`src/rtl/toggle_check_8b_if.sv`:
```
// Pattern-checker bus: mode/sample inputs from the source side and status/log outputs
// from the checker. The parameter CNT_W must match the checker instance it connects to.
interface toggle_check_8b_if #(parameter int CNT_W = 8);
  logic [1:0]       en;
  logic [7:0]       data_in;
  logic             valid;
  logic             locked;
  logic             err;
  logic [CNT_W-1:0] err_cnt;
  logic [7:0]       fail_data;
  logic [7:0]       fail_mask;

  modport master (
    output en, data_in, valid,
    input  locked, err, err_cnt, fail_data, fail_mask
  );

  modport slave (
    input  en, data_in, valid,
    output locked, err, err_cnt, fail_data, fail_mask
  );
endinterface

```
`src/rtl/toggle_check_8b.sv`:
```
// Alternating-pattern checker (P, ~P) with phase lock, flywheel and saturating error count.
// Optional first-failure log enabled by defining TOGGLE_CHECK_FAIL_LOG_EN.
//
// state    | meaning
// ---------+-----------------------------------------------------------
// ST_IDLE  | en == 00, checker off, samples ignored, counters held
// ST_SYNC  | hunting for a legal sample (P or ~P) to pick up the phase
// ST_CHECK | locked, each sample compared against the expected phase
module toggle_check_8b #(
  parameter int CNT_W  = 8,
  parameter int LOSS_N = 2
) (
  input  logic             clk,
  input  logic             rst,
  toggle_check_8b_if.slave bus
);
  localparam int RUN_W = (LOSS_N < 2) ? 1 : $clog2(LOSS_N + 1);
  localparam logic [RUN_W-1:0] RUN_LAST = RUN_W'(LOSS_N - 1);

  typedef enum logic [1:0] {ST_IDLE, ST_SYNC, ST_CHECK} state_t;

  state_t           r_state;
  logic [1:0]       r_en_q;
  logic             r_locked;
  logic             r_err;
  logic [CNT_W-1:0] r_err_cnt;
  logic [7:0]       r_expected;
  logic [RUN_W-1:0] r_run;

  logic [7:0] w_pat;
  logic       w_legal;
  logic       w_en_off;
  logic       w_start;
  logic       w_en_chg;
  logic       w_sample;
  logic       w_mis;

  always_comb begin
    w_pat = 8'h00;
    case (bus.en)
      2'b01:   w_pat = 8'h55;
      2'b10:   w_pat = 8'h00;
      2'b11:   w_pat = 8'h33;
      default: w_pat = 8'h00;
    endcase
  end

  assign w_legal  = (bus.data_in == w_pat) || (bus.data_in == ~w_pat);
  assign w_en_off = (bus.en == 2'b00);
  assign w_start  = !w_en_off && (r_state == ST_IDLE);
  // A mode change between nonzero values wins over a sample arriving in the same cycle.
  assign w_en_chg = !w_en_off && (r_state != ST_IDLE) && (bus.en != r_en_q);
  assign w_sample = !w_en_off && !w_start && !w_en_chg && bus.valid;
  assign w_mis    = w_sample &&
                    (((r_state == ST_SYNC) && !w_legal) ||
                     ((r_state == ST_CHECK) && (bus.data_in != r_expected)));

  always_ff @(posedge clk) begin
    if (rst) begin
      r_state    <= ST_IDLE;
      r_en_q     <= 2'b00;
      r_locked   <= 1'b0;
      r_err      <= 1'b0;
      r_err_cnt  <= '0;
      r_expected <= 8'h00;
      r_run      <= '0;
    end else begin
      r_en_q <= bus.en;
      r_err  <= w_mis;
      if (w_mis && (r_err_cnt != {CNT_W{1'b1}}))
        r_err_cnt <= r_err_cnt + 1'b1;

      if (w_en_off) begin
        r_state  <= ST_IDLE;
        r_locked <= 1'b0;
      end else if (w_start) begin
        r_state   <= ST_SYNC;
        r_locked  <= 1'b0;
        r_err_cnt <= '0;
        r_run     <= '0;
      end else if (w_en_chg) begin
        r_state  <= ST_SYNC;
        r_locked <= 1'b0;
        r_run    <= '0;
      end else if (bus.valid) begin
        case (r_state)
          ST_SYNC: begin
            if (w_legal) begin
              r_state    <= ST_CHECK;
              r_expected <= ~bus.data_in;
              r_locked   <= 1'b1;
              r_run      <= '0;
            end
          end
          ST_CHECK: begin
            // Flywheel: the expected phase advances on every sample, good or bad.
            r_expected <= ~r_expected;
            if (bus.data_in == r_expected) begin
              r_run <= '0;
            end else if (r_run == RUN_LAST) begin
              r_state  <= ST_SYNC;
              r_locked <= 1'b0;
              r_run    <= '0;
            end else begin
              r_run <= r_run + 1'b1;
            end
          end
          default: ;
        endcase
      end
    end
  end

  assign bus.locked  = r_locked;
  assign bus.err     = r_err;
  assign bus.err_cnt = r_err_cnt;

`ifdef TOGGLE_CHECK_FAIL_LOG_EN
  logic       r_fail_seen;
  logic [7:0] r_fail_data;
  logic [7:0] r_fail_mask;
  logic [7:0] w_mask;

  // In SYNC there is no phase yet, so the mask is taken against the base pattern.
  assign w_mask = (r_state == ST_SYNC) ? (bus.data_in ^ w_pat) : (bus.data_in ^ r_expected);

  always_ff @(posedge clk) begin
    if (rst) begin
      r_fail_seen <= 1'b0;
      r_fail_data <= 8'h00;
      r_fail_mask <= 8'h00;
    end else if (w_start) begin
      r_fail_seen <= 1'b0;
      r_fail_data <= 8'h00;
      r_fail_mask <= 8'h00;
    end else if (w_mis && !r_fail_seen) begin
      r_fail_seen <= 1'b1;
      r_fail_data <= bus.data_in;
      r_fail_mask <= w_mask;
    end
  end

  assign bus.fail_data = r_fail_data;
  assign bus.fail_mask = r_fail_mask;
`else
  assign bus.fail_data = 8'h00;
  assign bus.fail_mask = 8'h00;
`endif
endmodule

```
`src/flat_wrapper.sv`:
```
// flat-port wrapper written by rule: the top's interface ports become plain ports
module toggle_check_8b_flat 
#(
  parameter int CNT_W  = 8,
  parameter int LOSS_N = 2
)
  (clk, rst, bus_en, bus_data_in, bus_valid, bus_locked, bus_err, bus_err_cnt, bus_fail_data, bus_fail_mask);
  toggle_check_8b_if #(.CNT_W(CNT_W)) bus_i ();
  input  logic clk;
  input  logic rst;
  input wire logic [$bits(bus_i.en)-1:0] bus_en;
  input wire logic [$bits(bus_i.data_in)-1:0] bus_data_in;
  input wire logic [$bits(bus_i.valid)-1:0] bus_valid;
  output wire logic [$bits(bus_i.locked)-1:0] bus_locked;
  output wire logic [$bits(bus_i.err)-1:0] bus_err;
  output wire logic [$bits(bus_i.err_cnt)-1:0] bus_err_cnt;
  output wire logic [$bits(bus_i.fail_data)-1:0] bus_fail_data;
  output wire logic [$bits(bus_i.fail_mask)-1:0] bus_fail_mask;
  assign bus_i.en = bus_en;
  assign bus_i.data_in = bus_data_in;
  assign bus_i.valid = bus_valid;
  assign bus_locked = bus_i.locked;
  assign bus_err = bus_i.err;
  assign bus_err_cnt = bus_i.err_cnt;
  assign bus_fail_data = bus_i.fail_data;
  assign bus_fail_mask = bus_i.fail_mask;
  toggle_check_8b #(.CNT_W(CNT_W), .LOSS_N(LOSS_N)) u_core (.clk(clk), .rst(rst), .bus(bus_i));
endmodule
```
`config.mk`:
```
export PLATFORM = sky130hd
export DESIGN_NAME = toggle_check_8b_flat
export DESIGN_NICKNAME = d
export VERILOG_FILES = /design/src/rtl/toggle_check_8b_if.sv /design/src/rtl/toggle_check_8b.sv /design/src/flat_wrapper.sv
export SDC_FILE = /design/constraint.sdc
export NUM_CORES = 1
export LEC_CHECK = 0
export CELL_PAD_IN_SITES_DETAIL_PLACEMENT = 1
export CELL_PAD_IN_SITES_GLOBAL_PLACEMENT = 1
export CORE_ASPECT_RATIO = 0.8
export CORE_MARGIN = 2
export CORE_UTILIZATION = 30
export DETAILED_ROUTE_END_ITERATION = 12
export PLACE_DENSITY = 0.8
export RECOVER_POWER = 50
export SKIP_LAST_GASP = 1
export SYNTH_ARGS = -nofsm -noshare
export SYNTH_HDL_FRONTEND = slang
export SYNTH_SLANG_ARGS = --single-unit
```
`constraint.sdc`:
```
create_clock -name clk -period 1.9 [get_ports clk]
set_input_delay 0.38 -clock clk [delete_from_list [all_inputs] [get_ports clk]]
set_output_delay 0.38 -clock clk [all_outputs]
set_load 0.03 [all_outputs]
```
# After elaboration in Yosys (flattened, before gate mapping)
# Index checks and enable logic that the tools add are counted.
# Widths: inputs -> output; s select.
# totals
ff_bits	24
elab_cells	85
out_inout_bits	26
# op_classes
n_mux	24
bitwise_logic	6
reduce_logical	28
n_eq_ne	17
add_sub_neg	2
# op_table
op	count
$mux 8	4
$mux 2	9
$eq 8x8->1	2
$not 8->8	2
$pmux 8 s2	1
$pmux 7 s2	1
$logic_and 1x1->1	10
$reduce_and 5->1	2
$add 8x1->8 const B	1
$eq 8x7->1	1
$ne 4x2->1 const B	2
$ne 8x8->1	1
$ne 8x8->1 const B	1
$not 7->8	1
$pmux 2 s2	2
$eq 2x1->1 const B	3
$mux 1	6
$reduce_and 6->1	1
$eq 2x2->1 const B	2
$logic_not 1->1	4
$logic_not 2->1	2
$ne 2x2->1 const B	2
$ne 4x1->1 const B	1
$reduce_and 4->1	1
other kinds (11)	15

# Longest topological paths before layout
# depth
word_depth	13
depth_mapped	8
depth_no_buf	8

# Least setup slack after synthesis
# OpenSTA, ideal clock, no wires.
# synth_timing
kind	in2reg
from	input bus_data_in[1]
to	register u_core.r_expected[1]
setup_slack_ps	-80
required_ps	1762
t_arrival_ps	1841
path_stages	8
cell_sequence	buf_4 -> or3_4 -> a211oi_2 -> o2bb2ai_2 -> a21oi_4 -> buf_6 -> o2111a_1 -> nor3_2
# synth_between
elab_chain_len	4
# synth_lines
element	line_no	rtl
from (decl)	flat_wrapper.sv:12	input wire logic [$bits(bus_i.data_in)-1:0] bus_data_in;
$eq 8x7->1 or $eq 8x8->1 (tied branches)	toggle_check_8b.sv:48	assign w_legal = (bus.data_in == w_pat) || (bus.data_in == ~w_pat);
$logic_or 1x1->1	toggle_check_8b.sv:48	
$ne 2x1->1 (no source line)	-	
$reduce_and 6->1 (no source line)	-	
to (signal assigned)	toggle_check_8b.sv:90	r_expected <= ~bus.data_in;
to (signal assigned)	toggle_check_8b.sv:97	r_expected <= ~r_expected;
to (decl)	toggle_check_8b.sv:27	logic [7:0] r_expected;
# Parallel ways exist; a longest one is shown, timed or not. The select of a mux whose other input is x is not followed.
# A chain may end at the register's enable or synchronous reset.

# Final worst setup path
# layout_timing
from	input bus_en[1]
to	register u_core.r_err_cnt[6] (netlist: u_core.bus.err_cnt[6])
# layout_between
elab_chain_len	13
# layout_lines
element	line_no	rtl
from (decl)	flat_wrapper.sv:11	input wire logic [$bits(bus_i.en)-1:0] bus_en;
$eq 2x2->1 or $eq 2x1->1 (tied branches)	toggle_check_8b.sv:40	case (bus.en)
$pmux 7 s2	toggle_check_8b.sv:40	
$not 7->8	toggle_check_8b.sv:48	
$eq 8x8->1	toggle_check_8b.sv:48	
$logic_or 1x1->1	toggle_check_8b.sv:48	
$logic_not 1->1	toggle_check_8b.sv:55	(((r_state == ST_SYNC) && !w_legal) ||
$logic_and 1x1->1	toggle_check_8b.sv:55	
$logic_or 1x1->1	toggle_check_8b.sv:55	
$logic_and 1x1->1	toggle_check_8b.sv:54	assign w_mis = w_sample &&
$logic_and 1x1->1	toggle_check_8b.sv:70	if (w_mis && (r_err_cnt != {CNT_W{1'b1}}))
$mux 8	toggle_check_8b.sv:70	
$mux 8	toggle_check_8b.sv:76	end else if (w_start) begin
$mux 8 (*)	toggle_check_8b.sv:73	if (w_en_off) begin
to (signal assigned)	toggle_check_8b.sv:71	r_err_cnt <= r_err_cnt + 1'b1;
to (decl)	toggle_check_8b.sv:26	logic [CNT_W-1:0] r_err_cnt;
# Every way passes the cells marked *; elsewhere a longest branch is shown, timed or not.

==> metrics.txt <==
P_int=799.6 uW; total global routing overflow=0; fillers=655; FFs w/ async S/R, synth=0%; flop2flop setup slack=0.02 ns; design area=2619 um^2; area leader, netlist=dfxtp_1; cts hold-fix bufs=0; reg2reg start=u_core.r_state[1]; worst reg2reg path depth=8; post-synthesis mux area share=0%; xor and xnor fraction of the mapped netlist area=4.513%; share of cells above drive strength 1=39.47%; All-Layer GR Usage=17.59%; Hold Violations, Final=0; Placeable Area=5525 um^2; top_reg_cell synth=dfxtp_1; most frequent cells in the layout=buf_4, dfxtp_1, conb_1; largest family of logic cells by synthesized area=simple AND/OR/NAND/NOR gates; Hold Crit Class=register to register; die area=6453 um^2; Pwr Total=1173 uW; DR iter-0 viols=21; Clock Sinks=23; Post-synth EDFFs=0; Die W=89.31 um; hold path endpoint=u_core.r_run[1]; CP Max Fanout=6; vias in the first global route=1842; Synth top area share=26.36%; Comb power frac=31.0%; Final ANT Viol Nets=0; fmax=517.0 MHz; Post-Synth Simple-Gate Area=26.86%; final setup margin=-0.03432 ns; most common cell after layout, fill and taps aside=buf_4; min Tclk post-route=1.934 ns; adder-cell share of the synthesized area=2.865%; setup TNS=-0.1686 ns; clock buffer depth=2; largest net degree at the start of global routing=20; clk slew on worst S/H paths=0.08 ns; Yosys reg bits=23; status=complete, but fails checks; worst hold start=u_core.r_run[1]; post-layout util=47.40%; Switching Share=31.82%; Max Cap Viol=0; CTS Buf Count=3; Skew-Pair Late Insertion Delay=0.27 ns; Worst Hold Slack=0.4498 ns; WHS Path Cells=1; Worst setup SP type=primary input; failing checks=setup timing; area grow syn2layout=49.93%; Initial Util=31.61%; wire per inst=16.99 um; gpl congestion=0.7770; part of the cycle the worst path needs=101.8%; DR vias=1769; CTS tree=done; ANT cells=0; CP Data Required Time=2.06 ns; Clock Skews=0.01211 ns; I/O pin count=39; DRT Pass-1 Iters=4; R2R Path End=u_core.bus.err_cnt[6]; Area after DPL=2247 um^2; Die H=72.25 um; Critical Path AT=2.09 ns; Slew Viols, Final=0; syn avg cell area=8.777 um^2; peak supply drop=0.0003037 V; PD cells=447.8 nW/um^2; initial antenna violation count=0; first-pass GRT wire length=8.935 mm; final setup fails=10; share of the yosys chip area belonging to registers=26.36%; register share of total power=42.1%; DP HPWL=3.862 mm; Clk pwr share=26.9%; # nets final=284; NetSw=373.2 uW; CTS root buf=clkbuf_8; Mapped Cells=199; final wirelength=5.845 mm; I/O Buffers=22; Leak Pwr=0.001053 uW; Cell variety after synth=48; Core Rows=24; Synth Warn #=0; main area contributors after synthesis=dfxtp_1, buf_4, o2111a_1; post-synthesis compound-gate area fraction=25.93%; RSZ-0062 raised after global routing=true; crit path from=bus_en[1]; htree depth=1; Vias/cell=5.142; Crit Path Class=primary input to register; synthesized area=1747 um^2; Post-route DRC=0; Crit. End Element=register
sequential cells by signal (all words and copies together) (netlist names):
register / cells
u_core.bus.err: 1
u_core.bus.err_cnt: 8
u_core.r_en_q: 2
u_core.r_expected: 8
u_core.r_run: 2
u_core.r_state: 2
kinds of logic after synthesis:
logic type                 after synthesis
xor gates and xnor gates                 9
adders and majority gates                4
other                                    1
AOI/OAI and AO/OA                       54
and+or+nand+nor                         74
DFF                                     23
buffers and inverters                   34
power groups by stage:
stage	Clock, uW	Sequential, uW	Combinational, uW
3_5_place_dp	0	502	277
2_1_floorplan	0	502	186
4_1_cts	332	491	323
5_1_grt	341	494	385
6_report	316	493	363
3_3_place_gp	0	502	269
metrics by stage:
step / worst slack (ns) / std cells
finish: -0.03432 / 344
global placement: -0.6146 / 328
floorplan: -0.002858 / 214
detailed placement: -0.7331 / 328
CTS: -0.01326 / 340
global route: -0.07657 / 344
critical path, stage by stage:
cell and delay [ns]:
clkdlybuf4s15_2 0.28, nand2b_4 0.21, nor4_4 0.06, o2111ai_4 0.32, a21boi_4 0.14, or4_1 0.55, o211a_1 0.15
synth_stat cells, drive strengths merged (2+ instances only):
| cell | number |
|---|---|
| nand3 | 9 |
| nand2b | 10 |
| o211a | 2 |
| dfxtp | 23 |
| nand2 | 8 |
| and3 | 6 |
| inv | 5 |
| o31ai | 4 |
| ha | 4 |
| o21a | 2 |
| nor2 | 6 |
| xnor2 | 9 |
| o2111a | 8 |
| a211oi | 2 |
| a21boi | 2 |
| o21ai | 6 |
| or3 | 3 |
| or4 | 5 |
| a31oi | 10 |
| nand4 | 3 |
| nor2b | 4 |
| nor3 | 12 |
| a21oi | 11 |
| buf | 25 |
| clkbuf | 4 |
worst max path at each step:
stage / cells past startpoint / end / slack (ns)
2_1_floorplan: 8 / u_core.r_expected[1] / -0.003
3_3_place_gp: 7 / u_core.bus.err_cnt[5] / -0.61
6_report: 7 / u_core.bus.err_cnt[6] / -0.03
4_1_cts: 7 / u_core.bus.err_cnt[6] / -0.01
3_5_place_dp: 7 / u_core.bus.err_cnt[4] / -0.73
5_1_grt: 7 / u_core.bus.err_cnt[6] / -0.08
final cells by class:
type / count / area (um^2) / area share (%)
Timing Repair Buffer: 76 / 690.7 / 26.37
Inverter: 5 / 21.27 / 0.8122
Multi-Input combinational cell: 158 / 1300 / 49.64
Clock buffer: 4 / 45.04 / 1.720
Sequential cell: 23 / 464.2 / 17.73
Tap cell: 78 / 97.59 / 3.727
timing repair:
action	in CTS	in global routing
endpoints found under the setup margin	21	19
cloned	3	1
gates resized for setup	51	30
setup buffers	5	3
pin swaps	8	13
hold endpoints to repair	0	0
per-layer routing:
metal | vias to the layer above | share of wire [%] | GRT usage, %
li1 | 845 | - | -
met1 | 878 | 42 | 21.06
met2 | 36 | 53 | 31.85
met3 | 10 | 2.9 | 2.844
met4 | 0 | 1.9 | 5.638
met5 | - | 0 | 0
Note: power is estimated with default switching activity, not from simulation.
